[config.mk]
export PLATFORM = sky130hd
export DESIGN_NAME = mem_port_arbiter
export DESIGN_NICKNAME = d
export VERILOG_FILES = /design/src/rtl/mem_port_arbiter.sv
export SDC_FILE = /design/constraint.sdc
export NUM_CORES = 1
export LEC_CHECK = 0
export BUFFER_PORTS_ARGS = -buffer_cell sky130_fd_sc_hd__buf_2
export CAP_MARGIN = 15
export CELL_PAD_IN_SITES_DETAIL_PLACEMENT = 2
export CELL_PAD_IN_SITES_GLOBAL_PLACEMENT = 2
export CORE_ASPECT_RATIO = 1.1
export CORE_MARGIN = 4
export CORE_UTILIZATION = 24
export DETAILED_ROUTE_END_ITERATION = 7
export GPL_TIMING_DRIVEN = 0
export PLACE_DENSITY = 0.79
export SKIP_CTS_REPAIR_TIMING = 1
export SLEW_MARGIN = 20
export SYNTH_ARGS = -nofsm -noshare
export SYNTH_HDL_FRONTEND = slang
export SYNTH_SLANG_ARGS = --single-unit
[constraint.sdc]
create_clock -name clk -period 2.4 [get_ports clk]
set_input_delay 0.12 -clock clk [delete_from_list [all_inputs] [get_ports clk]]
set_output_delay 0.12 -clock clk [all_outputs]
set_load 0.02 [all_outputs]
[src/rtl/mem_port_arbiter.sv]
// Round-robin arbiter sharing one memory port between two burst requesters.
// Whole bursts are granted so beats of one line transfer never interleave.
module mem_port_arbiter #(
  parameter int ADDR_W   = 32,
  parameter int DATA_W   = 32,
  parameter int BEATS    = 4,
  parameter int HOLD_MAX = 64
) (
  input  logic              clk,
  input  logic              rst_n,
  input  logic              rd_0,
  input  logic              wr_0,
  input  logic [ADDR_W-1:0] addr_0,
  input  logic [DATA_W-1:0] wdata_0,
  output logic              busy_0,
  output logic [DATA_W-1:0] rdata_0,
  input  logic              rd_1,
  input  logic              wr_1,
  input  logic [ADDR_W-1:0] addr_1,
  input  logic [DATA_W-1:0] wdata_1,
  output logic              busy_1,
  output logic [DATA_W-1:0] rdata_1,
  output logic              m_rd,
  output logic              m_wr,
  output logic [ADDR_W-1:0] m_addr,
  output logic [DATA_W-1:0] m_wdata,
  input  logic              m_busy,
  input  logic [DATA_W-1:0] m_rdata,
  output logic [1:0]        grant,
  output logic [31:0]       grant_cnt_0,
  output logic [31:0]       grant_cnt_1,
  output logic [31:0]       conflict_cnt,
  output logic [31:0]       timeout_cnt
);

  localparam int BW = $clog2(BEATS);
  localparam int TW = $clog2(HOLD_MAX + 1);
  localparam logic [BW-1:0] BEAT_LAST = BW'(BEATS - 1);
  localparam logic [TW-1:0] HOLD_LAST = TW'(HOLD_MAX - 1);

  typedef enum logic [1:0] {
    IDLE = 2'b00,
    GNT0 = 2'b01,
    GNT1 = 2'b10
  } state_t;

  state_t        state;
  logic [BW-1:0] beat_cnt;
  logic [TW-1:0] idle_tmr;
  logic          last;

  logic req_0, req_1, other_req;
  logic accept, burst_end;

  assign req_0 = rd_0 | wr_0;
  assign req_1 = rd_1 | wr_1;
  assign grant = state;

  // Handshake: a beat transfers in a cycle where the owner drives rd or wr
  // and its busy is low; busy mirrors m_busy only for the current owner.
  always_comb begin
    m_rd    = 1'b0;
    m_wr    = 1'b0;
    m_addr  = '0;
    m_wdata = '0;
    busy_0  = 1'b1;
    busy_1  = 1'b1;
    case (state)
      GNT0: begin
        m_rd    = rd_0;
        m_wr    = wr_0 & ~rd_0;
        m_addr  = addr_0;
        m_wdata = wdata_0;
        busy_0  = m_busy;
      end
      GNT1: begin
        m_rd    = rd_1;
        m_wr    = wr_1 & ~rd_1;
        m_addr  = addr_1;
        m_wdata = wdata_1;
        busy_1  = m_busy;
      end
      default: ;
    endcase
  end

  assign rdata_0   = m_rdata;
  assign rdata_1   = m_rdata;
  assign accept    = (m_rd | m_wr) & ~m_busy;
  assign burst_end = accept & (beat_cnt == BEAT_LAST);
  assign other_req = (state == GNT0) ? req_1 : req_0;

  always_ff @(posedge clk or negedge rst_n) begin
    if (!rst_n) begin
      state        <= IDLE;
      beat_cnt     <= '0;
      idle_tmr     <= '0;
      last         <= 1'b1;
      grant_cnt_0  <= '0;
      grant_cnt_1  <= '0;
      conflict_cnt <= '0;
      timeout_cnt  <= '0;
    end else begin
      case (state)
        IDLE: begin
          if (req_0 && req_1) begin
            conflict_cnt <= conflict_cnt + 32'd1;
            if (last) begin
              state       <= GNT0;
              grant_cnt_0 <= grant_cnt_0 + 32'd1;
            end else begin
              state       <= GNT1;
              grant_cnt_1 <= grant_cnt_1 + 32'd1;
            end
          end else if (req_0) begin
            state       <= GNT0;
            grant_cnt_0 <= grant_cnt_0 + 32'd1;
          end else if (req_1) begin
            state       <= GNT1;
            grant_cnt_1 <= grant_cnt_1 + 32'd1;
          end
        end
        GNT0, GNT1: begin
          if (accept) begin
            idle_tmr <= '0;
            if (burst_end) begin
              beat_cnt <= '0;
              last     <= (state == GNT1);
              // Direct handoff avoids an idle bubble between bursts.
              if (other_req) begin
                if (state == GNT0) begin
                  state       <= GNT1;
                  grant_cnt_1 <= grant_cnt_1 + 32'd1;
                end else begin
                  state       <= GNT0;
                  grant_cnt_0 <= grant_cnt_0 + 32'd1;
                end
              end else begin
                state <= IDLE;
              end
            end else begin
              beat_cnt <= beat_cnt + 1'b1;
            end
          end else if (idle_tmr == HOLD_LAST) begin
            state       <= IDLE;
            idle_tmr    <= '0;
            beat_cnt    <= '0;
            last        <= (state == GNT1);
            timeout_cnt <= timeout_cnt + 32'd1;
          end else begin
            idle_tmr <= idle_tmr + 1'b1;
          end
        end
        default: state <= IDLE;
      endcase
    end
  end

endmodule
# Yosys cells after proc, flatten, opt, wreduce, memory -nomap -nowiden
# Cells that the tools add are included.
[word_totals] output_inout_bits=262 inputBits=167 ff_bits=140
[classes] muxes=41 addsub=6 n_bitwise=11 n_reduce_logical=12 n_eq_ne=18
[op_table] operator="32-bit two-way mux" count=15
[op_table] operator="32-bit case mux with 2 select lines" count=4
[op_table] operator="32-bit by 1-bit adder with 32-bit output (second input constant)" count=4
[op_table] operator="2-bit two-way mux" count=11
[op_table] operator="3-bit inequality test (second input constant)" count=7
[op_table] operator="7-bit two-way mux" count=2
[op_table] operator="2-bit inequality test (second input constant)" count=5
[op_table] operator="3-bit AND reduction" count=3
[op_table] operator="8-bit AND reduction" count=1
[op_table] operator="7-bit by 1-bit adder with 7-bit output (second input constant)" count=1
[op_table] operator="7-bit by 6-bit == test with 1-bit output (second input constant)" count=1
[op_table] operator="7-bit AND reduction" count=1
[op_table] operator="1-bit two-way mux" count=6
[op_table] operator="1-bit bitwise AND" count=4
[op_table] operator="2-bit == test (second input constant)" count=2
[op_table] operator="4-bit inequality test (second input constant)" count=1
[op_table] operator="1-bit inverter" count=4
[op_table] operator="1-bit case mux with 2 select lines" count=2
[op_table] operator="2-bit case mux with 2 select lines" count=1
[op_table] operator="2-bit AND reduction" count=2
[op_table] operator="2-bit nonzero test" count=2
[op_table] operator="1-bit OR" count=3
[op_table] operator="2-bit by 1-bit adder with 2-bit output (second input constant)" count=1
[op_table] operator="2-bit by 1-bit == test with 1-bit output (second input constant)" count=1
[op_table] operator="other kinds (4)" count=4

# Depth between registers and ports, before layout
# Gate-level depths: netlist (run 1).
[depth] depth_word=9 mapped_depth=10

# Least setup slack after synthesis (run 1)
# OpenSTA, ideal clock, no wires.
[synth_timing] path_kind="register -> register" from="reg state[0] (netlist: grant[0])" to="reg grant_cnt_0[9]" setup_ps=129 required_time_ps=2271 setup_slack_ps=-14 path_stages_with_launch=9 arrival_time_ps=2285 path_cell_list="dfrtp_1 inv_1 ha_1 buf_2 nand3b_1 a311oi_4 o211ai_2 or4_1 xnor2_1"
[synth_via] elab_chain_cells=7
[synth_rtl] element="start, declared" line="47" source="state_t state;"
[synth_rtl] element="start signal, assigned" line="95" source="state <= IDLE;"
[synth_rtl] element="start signal, assigned" line="109" source="state <= GNT0;"
[synth_rtl] element="start signal, assigned" line="112" source="state <= GNT1;"
[synth_rtl] element="2-bit == test / 2-bit by 1-bit == test with 1-bit output (equally long branches)" line="68, 104, 91"
[synth_rtl] element="1-bit case mux with 2 select lines" line="68" source="case (state)"
[synth_rtl] element="1-bit OR" line="89" source="assign accept = (m_rd | m_wr) & ~m_busy;"
[synth_rtl] element="1-bit bitwise AND" line="89"
[synth_rtl] element="1-bit bitwise AND" line="90" source="assign burst_end = accept & (beat_cnt == BEAT_LAST);"
[synth_rtl] element="2-bit inequality test (no line)"
[synth_rtl] element="7-bit AND reduction (no line)"
[synth_rtl] element="end signal, assigned" line="110" source="grant_cnt_0 <= grant_cnt_0 + 32'd1;"
[synth_rtl] element="end signal, assigned" line="117" source="grant_cnt_0 <= grant_cnt_0 + 32'd1;"
[synth_rtl] element="end signal, assigned" line="136" source="grant_cnt_0 <= grant_cnt_0 + 32'd1;"
[synth_rtl] element="end, declared" line="30" source="output logic [31:0] grant_cnt_0,"
# Several ways; a longest one is shown, not always the timed one.
# A chain may end at the register's enable or synchronous reset.

# Worst setup path in the final report (run 1)
# Same ends and word-level chain as after synthesis.

==> results of run 1 <==
## Yosys cell counts, drive strengths merged, types with 2 or more instances
cell type and number:
nor3b 3, buf 79, nor2b 67, dfrtp 139, nor2 34, nand2b 3, a21boi 2, and4 6
nand3 44, inv 16, mux2 8, and2 3, a21oi 3, nand3b 4, nand4 33, a32o 4
xor2 67, o211ai 4, nor4 31, clkbuf 26, ha 11, and3 19, nand2 52, nor3 29
nor4b 3, xnor2 59, a22oi 65, o21ai 6, a31oi 3
## area by class of cell
type                            count  area share, %
Sequential cell                   140           29.0
Clock buffer                       19           3.66
Buffer                            103           6.64
Tap cell                          438           4.53
Inverter                           16          0.517
Timing Repair Buffer              421           18.4
Multi-Input combinational cell    577           36.1
Clock inverter                     13           1.15
## kinds of logic after synthesis
kind of cell,share of synthesized area (%)
simple gates,23.4
flops,42.3
xor+xnor,13.3
buf+inv,8.74
compound gates,9.42
fa+ha+maj,1.66
mux,1.21
## power by group through the flow
stage	logic, mW	clock network (mW)	registers, mW
global placement	5.33	0	2.89
floorplan	3.16	0	3.05
detailed placement	5.45	0	2.91
finish	6.05	2.68	2.89
CTS	5.47	2.76	2.87
global route	6.57	2.87	2.93
## stage by stage
stage	setup WS (ns)	total power, mW	util, %	std cells
after floorplan	0.0745	6.20	-	838
after global placement	-1.25	8.22	31.7	1672
after detailed placement	-0.748	8.36	31.8	1673
after CTS	-1.24	11.1	33.5	1705
after global routing	-0.0773	12.4	35.5	1727
final	0.0434	11.6	35.5	1727
## critical path, cell delays in order, from the launching register on
cell and delay (ns):
sky130_fd_sc_hd__dfrtp_2 0.44, sky130_fd_sc_hd__inv_2 0.09, sky130_fd_sc_hd__ha_4 0.35, sky130_fd_sc_hd__nand3b_1 0.18, sky130_fd_sc_hd__a311oi_4 0.25, sky130_fd_sc_hd__buf_6 0.17
sky130_fd_sc_hd__o211ai_4 0.11, sky130_fd_sc_hd__or4_4 0.51, sky130_fd_sc_hd__xnor2_1 0.14
## metal layers
metal	global-route usage [%]	part of all wire (%)
met1	21.6	40
met2	33.6	53
met4	3.88	1.0
met5	0	0.066
met3	5.18	6.5
## flip-flops by register name (all words and copies together) (netlist names)
name / count
beat_cnt: 2
conflict_cnt: 32
grant: 2
grant_cnt_0: 32
grant_cnt_1: 32
idle_tmr: 7
last: 1
timeout_cnt: 32
## worst min-delay path by stage
stage	startpoint	slack, ns	depth (start not counted)	end
after floorplan	rst_n	-0.18	0	beat_cnt[0]
after global placement	timeout_cnt[31]	0.46	1	timeout_cnt[31]
after detailed placement	rst_n	0.09	1	conflict_cnt[12]
after CTS	rst_n	-0.38	1	conflict_cnt[12]
after global routing	rst_n	0.24	2	conflict_cnt[12]
final	rst_n	0.21	2	conflict_cnt[11]
==> run_summary.xml, run 1 <==
<?xml version="1.0" encoding="UTF-8"?>
<metrics>
  <group name="yosys">
    <metric name="yosys_warnings" unit="">0</metric>
    <metric name="synth_top_cell_area_share" unit="%">41.9</metric>
    <metric name="synth_area_leaders" unit="">sky130_fd_sc_hd__dfrtp_1 (42%), sky130_fd_sc_hd__xor2_1 (7.1%), sky130_fd_sc_hd__xnor2_1 (6.2%), sky130_fd_sc_hd__buf_4 (5.9%), sky130_fd_sc_hd__a22oi_1 (5.8%)</metric>
    <metric name="synth.distinct_cells" unit="">59</metric>
    <metric name="syn_inst" unit="">838</metric>
    <metric name="synth_top_flop_cell" unit="">sky130_fd_sc_hd__dfrtp_1</metric>
    <metric name="synth_net_count" unit="">1016</metric>
    <metric name="ys_seq_elements" unit="">140</metric>
    <metric name="avgSynthCellArea" unit="um2">9.89</metric>
    <metric name="share_of_async_settable_or_async_resettable_flops_after_synthesis" unit="%">100</metric>
    <metric name="ys_seq_area_share" unit="%">42.3</metric>
    <metric name="synth-edff-count" unit="">0</metric>
    <metric name="synthesis.area" unit="um2">8290</metric>
    <metric name="yosys.area.top_type" unit="">sky130_fd_sc_hd__dfrtp_1</metric>
  </group>
  <group name="routing">
    <metric name="post_drt_wl_per_cell" unit="um">21.0</metric>
    <metric name="drtAntennaViolNets" unit="">0</metric>
    <metric name="postRouteWirelength" unit="um">36200</metric>
    <metric name="num_vias" unit="">8151</metric>
    <metric name="detail_route.iter0.violations" unit="">311</metric>
    <metric name="drc_errors" unit="">0</metric>
    <metric name="routed_via_density" unit="">4.72</metric>
    <metric name="detail_route.first_pass.iterations" unit="">4</metric>
  </group>
  <group name="floorplan">
    <metric name="floorplan_core_area" unit="um2">34100</metric>
    <metric name="die_x" unit="um">185</metric>
    <metric name="die-area" unit="um2">37600</metric>
    <metric name="initial_core_util" unit="%">24.3</metric>
    <metric name="placement_rows" unit="">71</metric>
    <metric name="ios" unit="">429</metric>
    <metric name="floorplan.die.height" unit="um">203</metric>
  </group>
  <group name="power_and_ir_drop">
    <metric name="p_sw_share" unit="%">43.9</metric>
    <metric name="portion_of_total_power_attributed_to_the_clock_network" unit="%">23.1</metric>
    <metric name="power.combinational.fraction" unit="%">52.1</metric>
    <metric name="power_report.internal_total" unit="mW">6.52</metric>
    <metric name="power.static_leakage" unit="nW">6.24</metric>
    <metric name="powerDensity" unit="nW/um2">961</metric>
    <metric name="power.ir.vdd_worst" unit="mV">0.472</metric>
    <metric name="p_sw" unit="mW">5.10</metric>
    <metric name="seq_pwr_share" unit="%">24.8</metric>
  </group>
  <group name="finish">
    <metric name="most-common-layout-cells" unit="">sky130_fd_sc_hd__buf_2 (397), sky130_fd_sc_hd__dfrtp_1 (137), sky130_fd_sc_hd__buf_4 (90)</metric>
    <metric name="final_design_area_no_fill" unit="um2">12100</metric>
    <metric name="final_common_cell" unit="">sky130_fd_sc_hd__buf_2</metric>
    <metric name="num-fill-cells" unit="">3822</metric>
    <metric name="proportion_of_layout_cells_with_a_drive_suffix_above_1" unit="%">48.3</metric>
    <metric name="area_growth" unit="%">45.9</metric>
    <metric name="multi_input_comb_area" unit="um2">4370</metric>
    <metric name="antennaDiodeCount" unit="">0</metric>
    <metric name="area.sequential" unit="um2">3510</metric>
    <metric name="num-nets-final" unit="">1454</metric>
  </group>
  <group name="timing">
    <metric name="final.setup.tns" unit="ns">0</metric>
    <metric name="slew_headroom" unit="%">60.0</metric>
    <metric name="hold_slack" unit="ns">0.213</metric>
    <metric name="achievable-frequency" unit="GHz">0.424</metric>
    <metric name="finalSetupViolCount" unit="">0</metric>
    <metric name="hold_viol_final" unit="">0</metric>
    <metric name="timing.clock.skew" unit="ns">0.0123</metric>
    <metric name="maxSlewViolCount" unit="">0</metric>
    <metric name="slew_at_the_pin_with_the_worst_max_slew_slack" unit="ns">0.600</metric>
    <metric name="grt_setup_unrepaired" unit="">yes</metric>
    <metric name="finalCriticalPeriod" unit="ns">2.36</metric>
    <metric name="layout_worst_path_cycle_share" unit="%">98.2</metric>
  </group>
  <group name="cts">
    <metric name="cts.htree.levels" unit="">4</metric>
    <metric name="clk_transition_reported_paths" unit="ns">0.07</metric>
    <metric name="clk_root_buffer_cell" unit="">sky130_fd_sc_hd__clkbuf_16</metric>
    <metric name="clkSinkCount" unit="">140</metric>
    <metric name="cts_buffer_depth" unit="">2</metric>
    <metric name="cts_tree" unit="">yes</metric>
    <metric name="numCtsBuffers" unit="">17</metric>
    <metric name="clk_latency_worst_skew_pair" unit="ns">0.43</metric>
  </group>
  <group name="global_route">
    <metric name="first_global_vias" unit="">9113</metric>
    <metric name="antenna_found_initial" unit="">4</metric>
    <metric name="grt_start_max_net_pins" unit="">82</metric>
    <metric name="grt-ovfl-total" unit="">0</metric>
    <metric name="grtUsageTotal" unit="%">18.5</metric>
    <metric name="grt_first_pass_wirelength" unit="um">54100</metric>
  </group>
  <group name="setup_path">
    <metric name="worstReg2RegEnd" unit="">grant_cnt_0[9]</metric>
    <metric name="worst_reg_to_reg_cells" unit="">8</metric>
    <metric name="ff2ff_setup_slack" unit="ns">0.04</metric>
    <metric name="crit_end" unit="">grant_cnt_0[9]</metric>
    <metric name="critPathLaunchType" unit="">flip-flop</metric>
    <metric name="cp-startpoint" unit="">grant[0]</metric>
    <metric name="crit_type" unit="">flip-flop to flip-flop</metric>
    <metric name="regToRegStartpoint" unit="">grant[0]</metric>
    <metric name="critPathCaptureType" unit="">flip-flop</metric>
    <metric name="critical_path_required" unit="ns">2.72</metric>
    <metric name="critPathMaxFanout" unit="">10</metric>
    <metric name="cp_data_arrival_time" unit="ns">2.68</metric>
  </group>
  <group name="place">
    <metric name="routabilityCongestion" unit="">0.762</metric>
    <metric name="placed_cell_area" unit="um2">10900</metric>
    <metric name="detailed_place_hpwl" unit="um">29100</metric>
    <metric name="buffers_on_ports" unit="">396</metric>
  </group>
  <group name="run_status">
    <metric name="outcome" unit="">finished, final reports clean</metric>
  </group>
  <group name="flow_run">
    <metric name="timing.max_cap.violations" unit="">0</metric>
  </group>
  <group name="min_path">
    <metric name="holdCritPathClass" unit="">input port to asynchronous set/reset pin</metric>
  </group>
</metrics>
No activity file was read; power rests on OpenSTA's default activity.
==> inputs of run 2 (changes only) <==
==> constraint.sdc (replaced) <==
create_clock -name clk -period 2.4 [get_ports clk]
set_input_delay 0.48 -clock clk [delete_from_list [all_inputs] [get_ports clk]]
set_output_delay 0.48 -clock clk [all_outputs]
set_load 0.02 [all_outputs]
==> run_summary.xml, run 2 (synthesis gave the netlist of run 1 again) <==
<?xml version="1.0" encoding="UTF-8"?>
<metrics>
  <group name="timing">
    <metric name="final.setup.tns" unit="ns">-13.87</metric>
    <metric name="achievable-frequency" unit="GHz">0.374</metric>
    <metric name="hold_viol_final" unit="">0</metric>
    <metric name="finalWorstSetupSlack" unit="ns">-0.276</metric>
    <metric name="timing.clock.skew" unit="ns">0.0156</metric>
    <metric name="grt_setup_unrepaired" unit="">yes</metric>
    <metric name="finalCriticalPeriod" unit="ns">2.68</metric>
    <metric name="maxSlewViolCount" unit="">0</metric>
    <metric name="finalSetupViolCount" unit="">126</metric>
    <metric name="slew_at_the_pin_with_the_worst_max_slew_slack" unit="ns">0.969</metric>
    <metric name="layout_worst_path_cycle_share" unit="%">111</metric>
    <metric name="slew_headroom" unit="%">35.4</metric>
  </group>
  <group name="global_route">
    <metric name="antenna_found_initial" unit="">4</metric>
    <metric name="grt_start_max_net_pins" unit="">82</metric>
    <metric name="grt-ovfl-total" unit="">0</metric>
    <metric name="grt_first_pass_wirelength" unit="um">54100</metric>
    <metric name="grtUsageTotal" unit="%">18.5</metric>
    <metric name="first_global_vias" unit="">9113</metric>
  </group>
  <group name="cts">
    <metric name="cts_buffer_depth" unit="">2</metric>
    <metric name="clk_latency_worst_skew_pair" unit="ns">0.44</metric>
    <metric name="cts.htree.levels" unit="">4</metric>
    <metric name="clkSinkCount" unit="">140</metric>
    <metric name="cts_tree" unit="">yes</metric>
    <metric name="clk_transition_reported_paths" unit="ns">0.06</metric>
    <metric name="numCtsBuffers" unit="">17</metric>
    <metric name="clk_root_buffer_cell" unit="">sky130_fd_sc_hd__clkbuf_16</metric>
  </group>
  <group name="finish">
    <metric name="proportion_of_layout_cells_with_a_drive_suffix_above_1" unit="%">58.2</metric>
    <metric name="area.sequential" unit="um2">3510</metric>
    <metric name="most-common-layout-cells" unit="">sky130_fd_sc_hd__buf_2 (332), sky130_fd_sc_hd__buf_4 (161), sky130_fd_sc_hd__dfrtp_1 (135)</metric>
    <metric name="final_util" unit="%">40.3</metric>
    <metric name="final_common_cell" unit="">sky130_fd_sc_hd__buf_2</metric>
    <metric name="num-nets-final" unit="">1504</metric>
    <metric name="num-fill-cells" unit="">3688</metric>
    <metric name="multi_input_comb_area" unit="um2">5060</metric>
    <metric name="area_growth" unit="%">66.0</metric>
  </group>
  <group name="setup_path">
    <metric name="path_delay_family" unit="">buffers and inverters</metric>
    <metric name="cell_repeated_most_along_the_worst_path" unit="">sky130_fd_sc_hd__buf_12</metric>
    <metric name="critical_path.cell_chain" unit="">inv_2, ha_2, buf_6, buf_12, buf_12, a22oi_2, nor2b_1, buf_4</metric>
    <metric name="critical_path_required" unit="ns">1.92</metric>
    <metric name="slowest_stage" unit="">sky130_fd_sc_hd__dfrtp_2</metric>
    <metric name="crit_path_max_incr_delay" unit="ns">0.46</metric>
    <metric name="critPathCaptureType" unit="">output port</metric>
    <metric name="cp_num_buf_inv" unit="">5</metric>
    <metric name="crit_type" unit="">flip-flop to output port</metric>
    <metric name="critPathLaunchType" unit="">flip-flop</metric>
    <metric name="cp_data_arrival_time" unit="ns">2.20</metric>
    <metric name="critPathMaxFanout" unit="">7</metric>
  </group>
  <group name="place">
    <metric name="buffers_on_ports" unit="">396</metric>
    <metric name="routabilityCongestion" unit="">0.762</metric>
    <metric name="placement.setup.worst_slack" unit="ns">-1.11</metric>
    <metric name="detailed_place_hpwl" unit="um">29100</metric>
  </group>
  <group name="routing">
    <metric name="detail_route.iter0.violations" unit="">285</metric>
    <metric name="post_drt_wl_per_cell" unit="um">22.3</metric>
    <metric name="postRouteWirelength" unit="um">39700</metric>
    <metric name="num_vias" unit="">8524</metric>
    <metric name="detail_route.first_pass.iterations" unit="">4</metric>
    <metric name="drtAntennaViolNets" unit="">0</metric>
    <metric name="drc_errors" unit="">0</metric>
    <metric name="routed_via_density" unit="">4.79</metric>
  </group>
  <group name="flow_run">
    <metric name="timing.max_cap.violations" unit="">0</metric>
  </group>
  <group name="floorplan">
    <metric name="initial_core_util" unit="%">24.3</metric>
    <metric name="die-area" unit="um2">37600</metric>
    <metric name="die_x" unit="um">185</metric>
    <metric name="ios" unit="">429</metric>
    <metric name="placement_rows" unit="">71</metric>
    <metric name="floorplan.die.height" unit="um">203</metric>
    <metric name="floorplan_core_area" unit="um2">34100</metric>
  </group>
  <group name="power_and_ir_drop">
    <metric name="power.static_leakage" unit="nW">6.98</metric>
    <metric name="powerDensity" unit="nW/um2">1030</metric>
    <metric name="power.ir.vdd_worst" unit="mV">0.510</metric>
  </group>
  <group name="min_path">
    <metric name="holdCritPathClass" unit="">flip-flop to flip-flop</metric>
  </group>
  <group name="run_status">
    <metric name="outcome" unit="">finished, violations left</metric>
    <metric name="violated_checks" unit="">setup timing</metric>
  </group>
</metrics>
==> run 2: metrics by stage <==
stage	hold slack (ns)	instances	power, mW	cell area, um2
global placement	0.457	1672	8.22	10800
global route	0.494	1777	15.0	13800
CTS	-0.0191	1705	11.1	11400
finish	0.469	1778	14.2	13800
floorplan	0.184	838	6.20	8290
detailed placement	0.454	1673	8.36	10900
==> run 2: power by group <==
part	leakage, nW	switching [mW]	total, mW	internal, mW
sequential	1.87	0.298	2.90	2.60
clock	0.272	1.13	2.69	1.56
combinational	4.84	4.48	8.64	4.16
==> run 2: path summary, 6_finish.rpt <==
kind | from | endpoint | slack, ns | depth (start not counted)
max | grant[0] | m_wdata[10] | -0.28 | 8
min | conflict_cnt[31] | conflict_cnt[31] | 0.47 | 1
max reg2reg | grant[0] | grant_cnt_0[12] | -0.23 | 11
min reg2reg | conflict_cnt[31] | conflict_cnt[31] | 0.47 | 1
max in group asynchronous | rst_n | grant_cnt_0[27] | 1.02 | 3
min in group asynchronous | rst_n | conflict_cnt[11] | 0.57 | 2
==> run 2: layer usage <==
| layer | vias up | part of all wire (%) | global-route usage (%) |
|---|---|---|---|
| met5 | - | 0.078 | 0 |
| met4 | 4 | 1.6 | 3.88 |
| met3 | 36 | 8.2 | 5.18 |
| met2 | 302 | 54 | 33.6 |
| met1 | 4304 | 36 | 21.6 |
| li1 | 3878 | - | - |
==> run 2: final cells by class <==
type	count	share of cell area [%]
flip-flops and latches	140	25.5
clock inverters	13	1.01
well taps	438	3.98
inverters	16	0.455
diodes	1	0.0182
clock buffers	19	3.22
repair buffers	470	21.7
multi-input cells	577	36.8
plain buffers	104	7.36
